`src/rtl/s27_state_seq.sv`:
```
`default_nettype none
// ============================================================================
// Module      : s27_state_seq
// Description : Sequential stage around the s27 combinational core: state
//               flops, valid/ready vector handshake, scan chain, step counter.
// Revision    : 1.0 - initial release
// ============================================================================
module s27_state_seq #(
    parameter logic [2:0] RESET_STATE = 3'b000,
    parameter int         CNT_W       = 16
) (
    input  logic             clk,
    input  logic             rst_n,
    input  logic             in_valid,
    output logic             in_ready,
    input  logic [3:0]       in_vec,
    output logic [3:0]       pi_o,
    output logic [2:0]       ps_o,
    input  logic             g17_i,
    input  logic             ns5_i,
    input  logic             ns6_i,
    input  logic             ns7_i,
    output logic             out_valid,
    input  logic             out_ready,
    output logic             out_g17,
    input  logic             scan_en,
    input  logic             scan_in,
    output logic             scan_out,
    output logic [CNT_W-1:0] step_cnt
);

    typedef enum logic [1:0] {
        ST_IDLE = 2'd0,
        ST_EVAL = 2'd1,
        ST_HOLD = 2'd2,
        ST_SCAN = 2'd3
    } fsm_t;

    localparam logic [CNT_W-1:0] C_CNT_ONE = {{(CNT_W-1){1'b0}}, 1'b1};

    fsm_t             fsm_q,       fsm_d;
    logic [2:0]       state_q,     state_d;      // {G7,G6,G5}
    logic [3:0]       pi_q,        pi_d;         // {G3,G2,G1,G0}
    logic             out_valid_q, out_valid_d;
    logic             out_g17_q,   out_g17_d;
    logic [CNT_W-1:0] step_cnt_q,  step_cnt_d;

    always_ff @(posedge clk or negedge rst_n) begin
        if (!rst_n) begin
            fsm_q       <= ST_IDLE;
            state_q     <= RESET_STATE;
            pi_q        <= 4'b0000;
            out_valid_q <= 1'b0;
            out_g17_q   <= 1'b0;
            step_cnt_q  <= '0;
        end else begin
            fsm_q       <= fsm_d;
            state_q     <= state_d;
            pi_q        <= pi_d;
            out_valid_q <= out_valid_d;
            out_g17_q   <= out_g17_d;
            step_cnt_q  <= step_cnt_d;
        end
    end

    always_comb begin
        fsm_d       = fsm_q;
        state_d     = state_q;
        pi_d        = pi_q;
        out_valid_d = out_valid_q;
        out_g17_d   = out_g17_q;
        step_cnt_d  = step_cnt_q;
        in_ready    = 1'b0;

        case (fsm_q)
            ST_IDLE: begin
                // scan request takes priority over a same-cycle vector
                in_ready = !scan_en;
                if (scan_en) begin
                    fsm_d = ST_SCAN;
                end else if (in_valid) begin
                    pi_d  = in_vec;
                    fsm_d = ST_EVAL;
                end
            end
            ST_EVAL: begin
                state_d     = {ns7_i, ns6_i, ns5_i};
                out_g17_d   = g17_i;
                out_valid_d = 1'b1;
                if (step_cnt_q != {CNT_W{1'b1}}) begin
                    step_cnt_d = step_cnt_q + C_CNT_ONE;
                end
                fsm_d = ST_HOLD;
            end
            ST_HOLD: begin
                // scan_en deliberately ignored until the handshake completes
                in_ready = out_ready;
                if (out_ready) begin
                    out_valid_d = 1'b0;
                    if (in_valid) begin
                        pi_d  = in_vec;
                        fsm_d = ST_EVAL;
                    end else begin
                        fsm_d = ST_IDLE;
                    end
                end
            end
            ST_SCAN: begin
                if (scan_en) begin
                    state_d = {state_q[1:0], scan_in};
                end else begin
                    fsm_d = ST_IDLE;
                end
            end
            default: begin
                fsm_d = ST_IDLE;
            end
        endcase
    end

    assign pi_o      = pi_q;
    assign ps_o      = state_q;
    assign out_valid = out_valid_q;
    assign out_g17   = out_g17_q;
    assign scan_out  = state_q[2];
    assign step_cnt  = step_cnt_q;

endmodule
`default_nettype wire

```
`config.mk`:
```
export PLATFORM = sky130hd
export DESIGN_NAME = s27_state_seq
export DESIGN_NICKNAME = d
export VERILOG_FILES = /design/src/rtl/s27_state_seq.sv
export SDC_FILE = /design/constraint.sdc
export NUM_CORES = 1
export LEC_CHECK = 0
export ABC_AREA = 1
export BUFFER_PORTS_ARGS = -buffer_cell sky130_fd_sc_hd__buf_4
export CAP_MARGIN = 20
export CORE_ASPECT_RATIO = 1.5
export CORE_UTILIZATION = 30
export CTS_CLUSTER_SIZE = 25
export DETAILED_ROUTE_END_ITERATION = 8
export GPL_ROUTABILITY_DRIVEN = 0
export PLACE_DENSITY_LB_ADDON = 0.12
export SETUP_SLACK_MARGIN = 0.15
export SLEW_MARGIN = 20
export SYNTH_ARGS = -nofsm -noshare
export SYNTH_HDL_FRONTEND = slang
export SYNTH_SLANG_ARGS = --single-unit
```
`constraint.sdc`:
```
create_clock -name clk -period 1.61 [get_ports clk]
set_input_delay 0.322 -clock clk [delete_from_list [all_inputs] [get_ports clk]]
set_output_delay 0.322 -clock clk [all_outputs]
set_load 0.03 [all_outputs]
```
After elaboration in Yosys (flattened, before gate mapping)

Index checks and enable logic that the tools add are counted.

$add $sub $neg: 1
Eq/ne operators: 9
Mux-type cells: 15
Reductions and logical operators: 10

Operators with widths:

| operator                                             | count |
|---|---|
| adder 16 x 1 -> 16 bit (second input constant)       | 1 |
| inequality test 16 bit (second input constant)       | 1 |
| two-way mux 4 bit                                    | 3 |
| two-way mux 2 bit                                    | 4 |
| inequality test 2 bit (second input constant)        | 4 |
| case mux 2 bit (4 select lines)                      | 1 |
| case mux 4 bit (2 select lines)                      | 1 |
| case mux 3 bit (2 select lines)                      | 1 |
| AND reduction 2 bit                                  | 3 |
| AND reduction 3 bit                                  | 2 |
| nonzero test 2 bit                                   | 3 |
| equality test 2 bit (second input constant)          | 2 |
| case mux 1 bit (2 select lines)                      | 2 |
| two-way mux 3 bit                                    | 1 |
| inequality test 3 bit (second input constant)        | 1 |
| equality test 2 x 1 -> 1 bit (second input constant) | 1 |
| zero test 2 bit                                      | 1 |
| two-way mux 1 bit                                    | 2 |
| zero test 1 bit                                      | 1 |

Register bits after elaboration: 27
Word-level logic and storage cells: 41

Depth between registers and ports, before layout

Word-level depth: 3
Depth in mapped cells: 8

Worst setup path before layout

Ideal clock, no wire load.

Kind: flip-flop to flip-flop
From: reg step_cnt_q[0], in the netlist step_cnt[0]
To: reg step_cnt_q[8], in the netlist step_cnt[8]
Library setup time: 135 ps
Data arrival time: 1407 ps
Data required time: 1475 ps
Setup slack: 68 ps
Cell stages (with the launch flop): 8
Path buffers: 0
Period minus slack after synthesis: 1542 ps
Cell sequence: dfrtp_1 > ha_1 > nand3_1 > inv_1 > nand2_2 > nor2_4 > nand2_2 > xnor2_1

Cells in the longest elaborated chain, start to end: 2
Elaborated cells between the ends (all ways): 3
Those cells by class: add/sub (1); eq/ne (1); reduce/logical (1)

RTL lines:

| what                                                           | line | RTL |
|---|---|---|
| from (decl)                                                    | 46   | `logic [CNT_W-1:0] step_cnt_q, step_cnt_d;` |
| from (signal assigned)                                         | 62   | `step_cnt_q <= step_cnt_d;` |
| branches (longest 2 deep; another with adder 16 x 1 -> 16 bit) | --   |  |

Several ways; the timed one is not identified.
A chain may end at the register's enable or synchronous reset.

Final worst setup path

From: reg fsm_q[1]
To: out in_ready

Cells in the longest elaborated chain, start to end: 2
Elaborated cells between the ends (all ways): 3
Those cells by class: eq/ne (1); mux (1); reduce/logical (1)

RTL lines:

| what                                                          | line | RTL |
|---|---|---|
| from (decl)                                                   | 41   | `fsm_t fsm_q, fsm_d;` |
| from (signal assigned)                                        | 57   | `fsm_q <= fsm_d;` |
| equality test 2 bit / zero test 2 bit (equally long branches) | 75   | `case (fsm_q)` |
| case mux 1 bit (2 select lines) *                             | 75   |  |
| to (decl)                                                     | 15   | `output logic in_ready,` |

Every way passes the cells marked *; elsewhere a longest branch is shown, timed or not.

==> reports/summary.txt <==
run status: completed
CP max FO: 4
drt wl/cell: 11.5 µm
Die Footprint: 5610 µm²
Cell Area, Synth: 1590 µm²
Yosys cell types: 25
Worst Setup EP: in_ready
Setup TNS: 0 ns
Post-DP Area: 2000 µm²
leakage: 1.14 nW
total grt overflow: 0
first-pass GRT wire length: 6250 µm
Worst Setup SP: fsm_q[1]$_DFFE_PN0P_
number of hold violations in the final report: 0
Yosys warnings: 0
Worst Path Required: 1.29 ns
critical path's top delay family: flip-flops
ratio of cells with drive above 1 in the final layout: 34.7%
drt drc: 0
capturing point of the worst reg2reg path: step_cnt[15]$_DFFE_PN0P_
nets: 287
Cells after Synth: 214
CTS root buf: clkbuf_8
via count: 1526
cell depth of the worst setup path: 4
Metal-1 WL: 1610 µm
EDFF count, synth: 0
Cell Pwr Density: 1460 nW/µm²
CTS tree: yes
most numerous cell in the Yosys netlist: nand2_1
Clock Latency Late Sink: 0.28 ns
crit end category: output port
Buf+Inv Stages, Crit Path: 2
height of the die: 91.2 µm
arrival time worst endpoint: 1.26 ns
chip width: 61.5 µm
largest net degree at the start of global routing: 28
depth of the CTS H-tree: 1
Fin Clk Skew: 0.00902 ns
Post-Syn Area per Cell: 7.44 µm²
R2R setup slack: 0.13 ns
initial antenna violation count: 0
Initial DRC Count: 43
Slew Viols, Final: 0
All-Layer GR Usage: 14.9%
ys async rst share: 100%
r2r worst-path depth: 9
Synth Register Bits: 27
Synth Flop Type: dfrtp_1
core area: 5120 µm²
Period minus WS final: 1.58 ns
internal power: 1.77 mW
Largest stage delay, worst path: 0.46 ns
Slowest-stage cell, CP: dfrtp_2
combinational fraction of design power: 54.1%
worst-path cell chain: buf_6, nor2_4, a21o_1, buf_6
HP Class: input pin to flop
diode count: 0
Switching Share: 44.3%
Hold Crit Start: g17_i
Max Root-Sink Buffers: 2
starting density of the core: 31.1%
final instance area: 2180 µm²
Pwr Total: 3.18 mW
Psw: 1.41 mW
# IOs: 41
largest cells by area after synthesis: dfrtp_1 (42%), nand2_1 (17%), inv_1 (5.7%)
Top Metal Used: met4
area grow syn2layout: 37.0%
Clock Power Share: 12.7%
top cell type's share of synthesized area: 42.4%
final WL: 3900 µm
WS Path Type: flop to output port
Period Utilization, post-route: 98.2%
Top cell by count, worst path: buf_6
vias per std cell: 4.50
DRT antenna net count: 0
# port buffers: 40
vias in the first global route: 1447
Final setup violation count: 0
max-cap violation count: 0
Worst R2R Start: fsm_q[1]$_DFFE_PN0P_
met3 WL: 136 µm
routed wl met2: 2030 µm
Fmax achieved: 633 MHz
row cnt: 32
relative slew slack: 75.3%
Yosys top cell by area: dfrtp_1
CP startpoint kind: flop
Post-synth top cells: nand2_1 (71), dfrtp_1 (27), inv_1 (24), nor2_1 (19), nand3_1 (16)
RSZ-0062 raised after global routing: yes
Seq/Total Area, Yosys: 42.4%
syn nets: 229
detailed-placement wirelength estimate: 2870 µm
Num CTS Buffers: 3
Max IR drop VDD: 0.861 mV
1st-pass router iterations: 4
Flop pwr share: 33.1%
CTS Sinks: 27
clock-pin slew on the worst setup and hold paths: 0.10 ns
worst slew pin tran: 0.370 ns
==> worst min-delay path by stage <==
| stage | endpoint | slack (ns) | cells after the start |
|---|---|---|---|
| floorplan | fsm_q[0]$_DFFE_PN0P_ | 0.03 | 0 |
| global placement | step_cnt[7]$_DFFE_PN0P_ | 0.27 | 1 |
| detailed placement | step_cnt[15]$_DFFE_PN0P_ | 0.27 | 1 |
| CTS | out_g17$_DFFE_PN0P_ | 0.25 | 3 |
| global route | out_g17$_DFFE_PN0P_ | 0.28 | 3 |
| finish | out_g17$_DFFE_PN0P_ | 0.25 | 3 |
==> metrics by stage <==
step | setup slack (ns) | hold WS, ns | utilization (%) | instances
4_1_cts | 0.0770 | 0.249 | 41.1 | 334
3_3_place_gp | 0.181 | 0.268 | 38.9 | 325
5_1_grt | 0.00459 | 0.278 | 42.6 | 339
6_report | 0.0296 | 0.245 | 42.6 | 339
3_5_place_dp | 0.125 | 0.271 | 38.9 | 325
2_1_floorplan | 0.153 | 0.0264 | - | 214
==> state kept, by name, indices dropped and copies added (netlist names) <==
name,count
fsm_q,2
out_g17,1
out_valid,1
pi_o,4
ps_o,3
step_cnt,16
==> power groups by stage <==
stage	Sequential, mW	Clock (mW)	Combinational [mW]
4_1_cts	1.05	0.422	1.58
5_1_grt	1.08	0.441	1.87
2_1_floorplan	1.32	0	0.713
3_3_place_gp	1.08	0	1.42
3_5_place_dp	1.08	0	1.43
6_report	1.05	0.405	1.72
==> what timing repair did <==
item                       in CTS  in global routing
hold buffers                    1                  0
gates resized for setup         8                 10
setup endpoints to repair       9                 21
hold endpoints to repair       27                  0
pin swaps                       0                  4
buffers inserted                4                  5
==> placed cells by master (no fill, tap or decap), types with 5 or more instances in the layout <==
cell	count
nand2_1	71
buf_4	51
dfrtp_1	23
inv_1	22
nor2_1	17
nand3_1	13
o21ai_0	8
nand4_1	8
inv_2	6
nand2_2	6
nor2_2	5
==> cells by family after synthesis <==
kind of cell | Yosys count | synth area share (%)
xor gates and xnor gates | 4 | 2.20
adders and majority gates | 1 | 0.785
DFF | 27 | 42.4
and+or+nand+nor | 137 | 41.0
buffers and inverters | 32 | 8.88
AOI/OAI and AO/OA | 13 | 4.71
==> cell type report <==
type	count	area (µm²)
tap	68	85.1
timing repair buffer	56	438
inverter	29	111
clock buffer	4	45.0
sequential	27	681
fill	559	2940
multi-input combinational	155	822
==> layer usage <==
layer / up-vias / track usage [%]
li1: 778 / -
met1: 699 / 16.1
met2: 38 / 26.1
met3: 11 / 2.28
met4: 0 / 7.96
met5: - / 0
==> tightest hold or removal path, cell delays in order <==
cell,delay [ns]
buf_4,0.08
nand2_1,0.04
nand2_1,0.05
(Power assumes the default switching activity.)
